<file path="config.mk">
export PLATFORM = sky130hd
export DESIGN_NAME = alu_wide_seq
export DESIGN_NICKNAME = d
export VERILOG_FILES = /design/src/rtl/alu_pkg.sv /design/src/rtl/ALU_16bit.sv /design/src/rtl/alu_wide_seq.sv
export SDC_FILE = /design/constraint.sdc
export NUM_CORES = 1
export LEC_CHECK = 0
export CAP_MARGIN = 10
export CORE_MARGIN = 3
export CORE_UTILIZATION = 55
export DETAILED_ROUTE_END_ITERATION = 8
export GPL_TIMING_DRIVEN = 1
export PLACE_DENSITY = 0.83
export SETUP_SLACK_MARGIN = 0.4
export SYNTH_ARGS = -nofsm -noshare
export SYNTH_HDL_FRONTEND = slang
export SYNTH_HIERARCHICAL = 1
export SYNTH_SLANG_ARGS = --single-unit
</file>
<file path="constraint.sdc">
create_clock -name clk -period 5.2 [get_ports clk]
set_input_delay 0.52 -clock clk [delete_from_list [all_inputs] [get_ports clk]]
set_output_delay 0.52 -clock clk [all_outputs]
set_load 0.02 [all_outputs]
</file>
<file path="src/rtl/alu_pkg.sv">
// ==========================================================================
// alu_pkg : FSM state encoding and op/ALU-control constants.  Rev 1.0
// ==========================================================================
`default_nettype none

package alu_pkg;

  localparam logic [1:0] S_IDLE = 2'd0;
  localparam logic [1:0] S_LO   = 2'd1;
  localparam logic [1:0] S_HI   = 2'd2;
  localparam logic [1:0] S_FIN  = 2'd3;

  localparam logic [1:0] OP_ADD = 2'b00;
  localparam logic [1:0] OP_SUB = 2'b01;
  localparam logic [1:0] OP_OR  = 2'b10;
  localparam logic [1:0] OP_AND = 2'b11;

  localparam logic [2:0] CTRL_ADD = 3'b000;
  localparam logic [2:0] CTRL_SUB = 3'b001;
  localparam logic [2:0] CTRL_OR  = 3'b010;
  localparam logic [2:0] CTRL_AND = 3'b011;

  function automatic logic [2:0] op_to_ctrl(input logic [1:0] op);
    logic [2:0] ctrl;
    case (op)
      OP_ADD:  ctrl = CTRL_ADD;
      OP_SUB:  ctrl = CTRL_SUB;
      OP_OR:   ctrl = CTRL_OR;
      default: ctrl = CTRL_AND;
    endcase
    return ctrl;
  endfunction

  function automatic logic is_arith(input logic [1:0] op);
    return (op == OP_ADD) || (op == OP_SUB);
  endfunction

endpackage

`default_nettype wire

</file>
<file path="src/rtl/ALU_16bit.sv">
// ==========================================================================
// ALU_16bit : combinational 16-bit ADD/SUB/OR/AND slice with carry/borrow.  Rev 1.0
// ==========================================================================
`default_nettype none

module ALU_16bit
  import alu_pkg::*;
(
  input  logic [2:0]  ctrl,
  input  logic [15:0] a,
  input  logic [15:0] b,
  input  logic        cin,
  output logic [15:0] y,
  output logic        cout
);

  logic [16:0] sum;

  // For SUB, cin is a borrow-in and bit 16 of the 17-bit difference is the borrow-out.
  always_comb begin
    sum = 17'd0;
    case (ctrl)
      CTRL_ADD: sum = {1'b0, a} + {1'b0, b} + {16'd0, cin};
      CTRL_SUB: sum = {1'b0, a} - {1'b0, b} - {16'd0, cin};
      CTRL_OR:  sum = {1'b0, a | b};
      CTRL_AND: sum = {1'b0, a & b};
      default:  sum = 17'd0;
    endcase
  end

  assign y    = sum[15:0];
  assign cout = sum[16];

endmodule

`default_nettype wire

</file>
<file path="src/rtl/alu_wide_seq.sv">
// ==========================================================================
// alu_wide_seq : 32-bit ALU sequenced as two passes through one 16-bit slice.  Rev 1.0
// ==========================================================================
`default_nettype none

module alu_wide_seq
  import alu_pkg::*;
#(
  parameter int OP_W = 2
) (
  input  logic            clk,
  input  logic            rst,
  input  logic            start,
  input  logic [OP_W-1:0] op,
  input  logic [31:0]     a,
  input  logic [31:0]     b,
  output logic            busy,
  output logic            done,
  output logic [31:0]     result,
  output logic            cout,
  output logic            zero
);

  logic [1:0]  state_q,  state_d;
  logic [31:0] a_q,      a_d;
  logic [31:0] b_q,      b_d;
  logic [1:0]  op_q,     op_d;
  logic        carry_q,  carry_d;
  logic [31:0] result_q, result_d;
  logic        cout_q,   cout_d;
  logic        zero_q,   zero_d;
  logic        done_q,   done_d;

  logic [2:0]  alu_ctrl;
  logic [15:0] alu_a;
  logic [15:0] alu_b;
  logic        alu_cin;
  logic [15:0] alu_y;
  logic        alu_cout;

  // The single slice sees the low halves in LO and the high halves in HI.
  always_comb begin
    alu_ctrl = op_to_ctrl(op_q);
    alu_a    = (state_q == S_HI) ? a_q[31:16] : a_q[15:0];
    alu_b    = (state_q == S_HI) ? b_q[31:16] : b_q[15:0];
    alu_cin  = (state_q == S_HI) && is_arith(op_q) && carry_q;
  end

  ALU_16bit u_alu (
    .ctrl (alu_ctrl),
    .a    (alu_a),
    .b    (alu_b),
    .cin  (alu_cin),
    .y    (alu_y),
    .cout (alu_cout)
  );

  always_comb begin
    state_d  = state_q;
    a_d      = a_q;
    b_d      = b_q;
    op_d     = op_q;
    carry_d  = carry_q;
    result_d = result_q;
    cout_d   = cout_q;
    zero_d   = zero_q;
    case (state_q)
      S_IDLE: begin
        if (start) begin
          a_d     = a;
          b_d     = b;
          op_d    = op[1:0];
          state_d = S_LO;
        end
      end
      S_LO: begin
        result_d[15:0] = alu_y;
        carry_d        = alu_cout;
        state_d        = S_HI;
      end
      S_HI: begin
        result_d[31:16] = alu_y;
        cout_d          = alu_cout;
        zero_d          = ({alu_y, result_q[15:0]} == 32'd0);
        state_d         = S_FIN;
      end
      default: begin
        state_d = S_IDLE;
      end
    endcase
    // done is registered out of FIN, so it lands on the cycle after FIN.
    done_d = (state_q == S_FIN);
  end

  always_ff @(posedge clk) begin
    if (rst) begin
      state_q  <= S_IDLE;
      a_q      <= 32'd0;
      b_q      <= 32'd0;
      op_q     <= 2'd0;
      carry_q  <= 1'b0;
      result_q <= 32'd0;
      cout_q   <= 1'b0;
      zero_q   <= 1'b0;
      done_q   <= 1'b0;
    end else begin
      state_q  <= state_d;
      a_q      <= a_d;
      b_q      <= b_d;
      op_q     <= op_d;
      carry_q  <= carry_d;
      result_q <= result_d;
      cout_q   <= cout_d;
      zero_q   <= zero_d;
      done_q   <= done_d;
    end
  end

  assign busy   = (state_q != S_IDLE);
  assign done   = done_q;
  assign result = result_q;
  assign cout   = cout_q;
  assign zero   = zero_q;

endmodule

`default_nettype wire

</file>
==> After elaboration in Yosys (flattened, before gate mapping) <==
Cells that the tools add are included.
{ "word_totals": {"regBits": 104, "latchBits": 0, "mem_bits_rw": 0, "mem_bits_ro": 0, "inputBits": 69, "out_inout_bits": 36, "elab_cells": 40, "memories": 0} }
{ "op_classes": {"addsub": 4, "mul": 0, "div": 0, "magnitude_cmp": 0, "eq_ne": 9, "shift": 0, "muxes": 6, "n_bitwise": 2, "n_reduce_logical": 9} }
{ "op_table": {"columns": ["op", "n"], "rows": [
  ["one-hot mux 17 bit (4 select lines)", 1],
  ["logical NOT 32 bit", 1],
  ["two-way mux 16 bit", 2],
  ["adder 16 x 16 -> 17 bit", 1],
  ["adder 17 x 1 -> 17 bit", 1],
  ["subtractor 16 x 16 -> 17 bit", 1],
  ["subtractor 17 x 1 -> 17 bit", 1],
  ["bitwise AND 16 bit", 1],
  ["bitwise OR 16 bit", 1],
  ["one-hot mux 2 bit (3 select lines)", 2],
  ["== test 2 bit, second input constant", 5],
  ["== test 2 x 1 -> 1 bit, second input constant", 3],
  ["logical NOT 2 bit", 2],
  ["logical NOT 3 bit", 1],
  ["logical AND 1 bit", 2],
  ["two-way mux 2 bit", 1],
  ["inequality test 2 bit, second input constant", 1],
  ["AND reduction 2 bit", 1],
  ["nonzero test 2 bit", 1],
  ["logical OR 1 bit", 1]
]} }

==> Depth between registers and ports, before layout <==
Gate-level depths: netlist of the first run.
{ "logic_depth": {"depth_word": 7, "ltp_mapped": 21, "mapped_depth_nobuf": 18} }

==> By module <==
Netlist of the first run, hierarchy kept.
{ "by_module_without_submodules": {"columns": ["mod", "n_inst", "cells_per_inst", "area_per_inst_um2", "seq_area_each_um2"], "rows": [
  ["alu_wide_seq", 1, 473, 4092.7, 2082.0],
  ["ALU_16bit", 1, 377, 2592.5, 0.0]
]} }

==> Worst setup path before layout of the first run <==
OpenSTA, ideal clock, no wires.
{ "synth_timing": {"path_kind": "reg-to-reg", "startpoint": "reg state_q[0]", "endpoint": "reg zero_q (netlist: zero)", "setup_time_ps": 69, "t_arrival_ps": 4197, "t_required_ps": 5131, "setup_slack_ps": 934, "stages_incl_launch_ff": 19, "path_buffers": 2, "synth_period_minus_slack_ps": 4266, "path_cell_list": "dfxtp_1 > inv_1 > ha_1 > buf_2 > clkbuf_1 > mux2_2 > fa_1 > ha_1 > a211oi_1 > nor2_1 > o21ai_1 > o211ai_1 > a21oi_1 > nor3b_1 > o22ai_1 > nor4b_1 > nand4_1 > or4_1 > o21ai_1"} }
{ "synth_between": {"elab_chain_len": 6, "elab_cells_between_ends": 13, "classes_between": "add/sub: 4; eq/ne: 1; mux: 3; bitwise: 2; reduce/logical: 3"} }
{ "synth_rtl": {"columns": ["item", "line", "source"], "rows": [
  ["start: declaration", "alu_wide_seq.sv:24", "logic [1:0] state_q, state_d;"],
  ["start signal: assignment", "alu_wide_seq.sv:107", "state_q <= state_d;"],
  ["== test 2 bit *", "alu_wide_seq.sv:44", "alu_a = (state_q == S_HI) ? a_q[31:16] : a_q[15:0];"],
  ["two-way mux 16 bit *", "alu_wide_seq.sv:44", null],
  ["named net alu_a[0]", "alu_wide_seq.sv:35", "logic [15:0] alu_a;"],
  ["subtractor 16 x 16 -> 17 bit or adder 16 x 16 -> 17 bit (tied branches)", "ALU_16bit.sv:24, ALU_16bit.sv:23", null],
  ["subtractor 17 x 1 -> 17 bit or adder 17 x 1 -> 17 bit (tied branches)", "ALU_16bit.sv:24, ALU_16bit.sv:23", null],
  ["one-hot mux 17 bit (4 select lines) *", "ALU_16bit.sv:22", "case (ctrl)"],
  ["named net alu_y[15]", "alu_wide_seq.sv:38", "logic [15:0] alu_y;"],
  ["logical NOT 32 bit *", "alu_wide_seq.sv:84", "zero_d = ({alu_y, result_q[15:0]} == 32'd0);"],
  ["end signal: assignment", "alu_wide_seq.sv:114", "zero_q <= zero_d;"],
  ["end: declaration", "alu_wide_seq.sv:31", "logic zero_q, zero_d;"]
]} }
The timed path passes the listed nets; every way through them passes the cells marked *.
A chain may end at the register's enable or synchronous reset.

==> Worst setup path after layout of the first run <==
Ends and elaborated chain as after synthesis.

==> summary.md, run 1 <==
| Metric | Value |
|---|---|
| CTS tree | yes |
| Drt wl/cell | ~16 um |
| Post-route ant nets | 0 |
| Status | finished, final reports clean |
| Post-CTS Setup Inserts | 0 |
| Worst-case clock buffer depth | 2 |
| Synth unique cells | approximately 50 |
| Slowest CP cell | or4_1 |
| 1st-iter DRT viols | 594 |
| Mean post-synth cell area | between 7 and 8 sq um |
| Placer Congestion | between 0.9 and 1 |
| Number of port buffers | about 100 |
| Die width | roughly 120 um |
| Mapped Cells | 850 |
| Peak VDD IR | approximately 0.00016 V |
| Vias | a little over 6k |
| Register bit count reported by yosys | between 100 and 150 |
| DR pass1 iterations | 5 |
| Setup TNS Final | 0 ns |
| NumNets Final | approximately 1.1k |
| # diodes | 0 |
| Antenna violations before repair | 0 |
| Post-DP HPWL | 12.6 mm |
| Fmax | approximately 220 MHz |
| Sequential power share | roughly a third |
| Pleak | ~3.2 nW |
| Most common cell in the synthesized netlist | nand2_1 |
| Post-synth EDFFs | 0 |
| Clk Latency, worst-skew pair | approximately 0.35 ns |
| Post-synth top cells | nand2_1, dfxtp_1, a21oi_1, ha_1, inv_1 |
| Share of cells above drive strength 1 | roughly 7.2% |
| Max-Cap Viols | 0 |
| CP bufs+invs | 3 |
| Slew HR | 28.0% |
| Final worst-path cycle share | 87.1% |
| Clock slew at reported path FFs | ~0.08 ns |
| CP top delay family | simple AND/OR/NAND/NOR gates |
| Dpl cell area | 7750 sq um |
| GRT Residual Overflow | 0 |
| Synthesized cell area | ~6700 sq um |
| Ranking of synthesized cells by area | dfxtp_1, ha_1, nand2_1, a21oi_1, mux2i_1 |
| Largest net degree at the start of global routing | just over 70 |
| Max incr delay on CP | ~0.45 ns |
| Clock Skews | roughly 0.0091 ns |
| Initial Util | between 50% and 60% |
| # IOs | roughly 110 |
| WL final | ~17 mm |
| Endpoints failing setup | 0 |
| Syn-to-layout area delta | 21.4% |
| Sw power | between 1 and 1.5 mW |
| First-pass GRT wire length | ~28 mm |
| Num CTS Buffers | 9 |
| Hold buffers post-CTS | 0 |
| Crit path max fanout | 24 |
| CP Cell Sequence | inv_1 -> ha_4 -> buf_12 -> mux2_2 -> inv_1 -> ha_1 -> ha_2 -> a21oi_1 -> nor2_1 -> a211oi_1 -> o211ai_1 -> a21oi_1 -> nor3b_1 -> o22ai_1 -> nor4b_1 -> nand4_1 -> or4_1 -> o21ai_1 |
| Cell row count | 39 |
| Utilization after layout | between 60% and 70% |
| YS warnings | 6 |
| Crit path launch type | flip-flop |
| Post-route cell area | just over 8000 sq um |
| Worst hold path class | flip-flop to flip-flop |
| Vias in the first global route | 5,710 |
| Ys async rst share | 0% |
| Avg Vias per Cell | roughly 5.7 |
| Die area | roughly 14,000 sq um |
| Slew Limit Fails | 0 |
| Power Density | 361 nW/um^2 |
| Sw frac | ~39% |
| Die H | between 100 and 150 um |
| Minimum clock period | around 4.5 ns |
| Final Hold Vio Count | 0 |
| Setup Crit Path Kind | flip-flop to flip-flop |
| Combinational group share of total power | a little under half |
| Filler Cells Inserted | roughly 900 |
| Worst Path Required | 5.48 ns |
| Clock power frac | between 20% and 30% |
| Power Internal | roughly 1.8 mW |
| CP Capture Type | flip-flop |
| Leading area contributor after synthesis | dfxtp_1 |
| Fin worst setup slack | 0.671 ns |
| Worst Tran Pin Value | roughly 1.1 ns |
| RSZ-0062 raised after global routing | false |
| DR DRC count | 0 |
| Share of the synthesized area in the top cell type | between 30% and 40% |
| Main synth FF type | dfxtp_1 |
| Register area share after synthesis | 31.1% |
| Footprint of the multi-input gates | 4190 sq um |
| Sink Count | around 100 |
| Htree depth | 3 |
| Place WS | ~0.67 ns |
| CTS root buffer | clkbuf_16 |
| Total GRT Usage | 25.4% |
| Register area | ~2100 sq um |
| CP arrival | approximately 4.8 ns |
| Core box area | around 12,000 sq um |
cell usage in the layout, fill, tap and decap left out, types with 5 or more instances in the layout:
cell type,n
a21o_1,7
a21oi_1,99
mux2_2,32
inv_1,64
nand4_1,7
o211ai_1,5
clkdlybuf4s50_1,103
o221ai_1,6
o21ai_0,41
xnor2_1,18
nor2_1,51
nor3_1,7
clkbuf_16,10
nand2_1,172
ha_1,64
nand3_1,9
dfxtp_1,104
xor2_1,8
nor4_1,7
mux2i_1,36
layout make-up:
type / instances / share of cell area, %
clock buffer: 9 / 2.78
clock inverter: 7 / 0.910
inverter: 65 / 3.01
multi-input combinational: 633 / 51.7
sequential: 104 / 25.7
tap: 143 / 2.21
timing repair buffer: 109 / 13.8
worst paths after layout:
path                      startpoint  slack (ns)                    to  depth (start not counted)
max          state_q[0]$_SDFFE_PP0P_        0.67     zero$_SDFFE_PP0P_                         18
max reg2reg  state_q[0]$_SDFFE_PP0P_        0.67     zero$_SDFFE_PP0P_                         18
min             b_q[13]$_SDFFE_PP0P_        0.45  b_q[13]$_SDFFE_PP0P_                          2
min reg2reg     b_q[13]$_SDFFE_PP0P_        0.45  b_q[13]$_SDFFE_PP0P_                          2
per-layer routing:
layer | vias to the layer above | global-route usage [%] | part of all wire (%)
met5 | - | 0 | 0
met1 | 2810 | 33.7 | 45
met3 | 21 | 4.82 | 6.8
met4 | 0 | 5.72 | 1.5
li1 | 3000 | - | -
met2 | 231 | 43.2 | 47
metrics by stage:
step	std cells	hold slack [ns]	total power, mW
global route	1070	0.481	3.11
finish	1070	0.454	2.93
CTS	1068	0.456	2.89
global placement	1052	0.439	2.20
floorplan	852	0.433	1.88
detailed placement	1052	0.446	2.21
worst reg2reg max path, stage by stage (launching register included):
cell and delay, ns:
dfxtp_1 0.34, inv_1 0.12, ha_4 0.24, buf_12 0.20, mux2_2 0.38, inv_1 0.09, ha_1 0.33, ha_2 0.39
a21oi_1 0.22, nor2_1 0.07, a211oi_1 0.26, o211ai_1 0.15, a21oi_1 0.23, nor3b_1 0.21, o22ai_1 0.16, nor4b_1 0.34
nand4_1 0.15, or4_1 0.45, o21ai_1 0.14
sequential cells by signal, indices dropped and copies added, names as in the netlist:
| signal | cells |
|---|---|
| op_q | 2 |
| a_q | 32 |
| result | 32 |
| state_q | 2 |
| cout | 1 |
| carry_q | 1 |
| done | 1 |
| zero | 1 |
| b_q | 32 |
power by group through the flow:
stage                     Clock [mW]  Combinational (mW)  Sequential, mW
after floorplan                    0               0.942           0.935
after global placement             0                1.26           0.940
after detailed placement           0                1.27           0.941
after CTS                      0.680                1.28           0.923
after global routing           0.707                1.47           0.932
final                          0.675                1.33           0.924
cell families after synthesis:
kind of cell	after synthesis	share of synthesized area [%]
AND/OR/NAND/NOR	273	17.1
AO/OA/AOI/OAI	189	16.1
buffers and inverters	115	6.59
flip-flops	104	31.1
multiplexers	72	12.1
adder cells (fa/ha/maj)	70	13.6
XOR/XNOR	26	3.41
other	1	0.0561
what timing repair did:
item | 4_1_cts | 5_1_grt
resized for setup | 0 | 3
hold endpoints to repair | 0 | 0
setup endpoints to repair | 0 | 1
No activity file was read; power rests on OpenSTA's default activity.
==> run 2: changes to the inputs <==
==> constraint.sdc (replaced) <==
create_clock -name clk -period 5.2 [get_ports clk]
set_input_delay 0.52 -clock clk [delete_from_list [all_inputs] [get_ports clk]]
set_output_delay 0.52 -clock clk [all_outputs]
set_load 0.01 [all_outputs]
==> results of run 2 <==
The final DEF is identical to that of run 1. Status: finished, final reports clean.
Among the figures that moved: total power 2.93 mW -> 2.91 mW
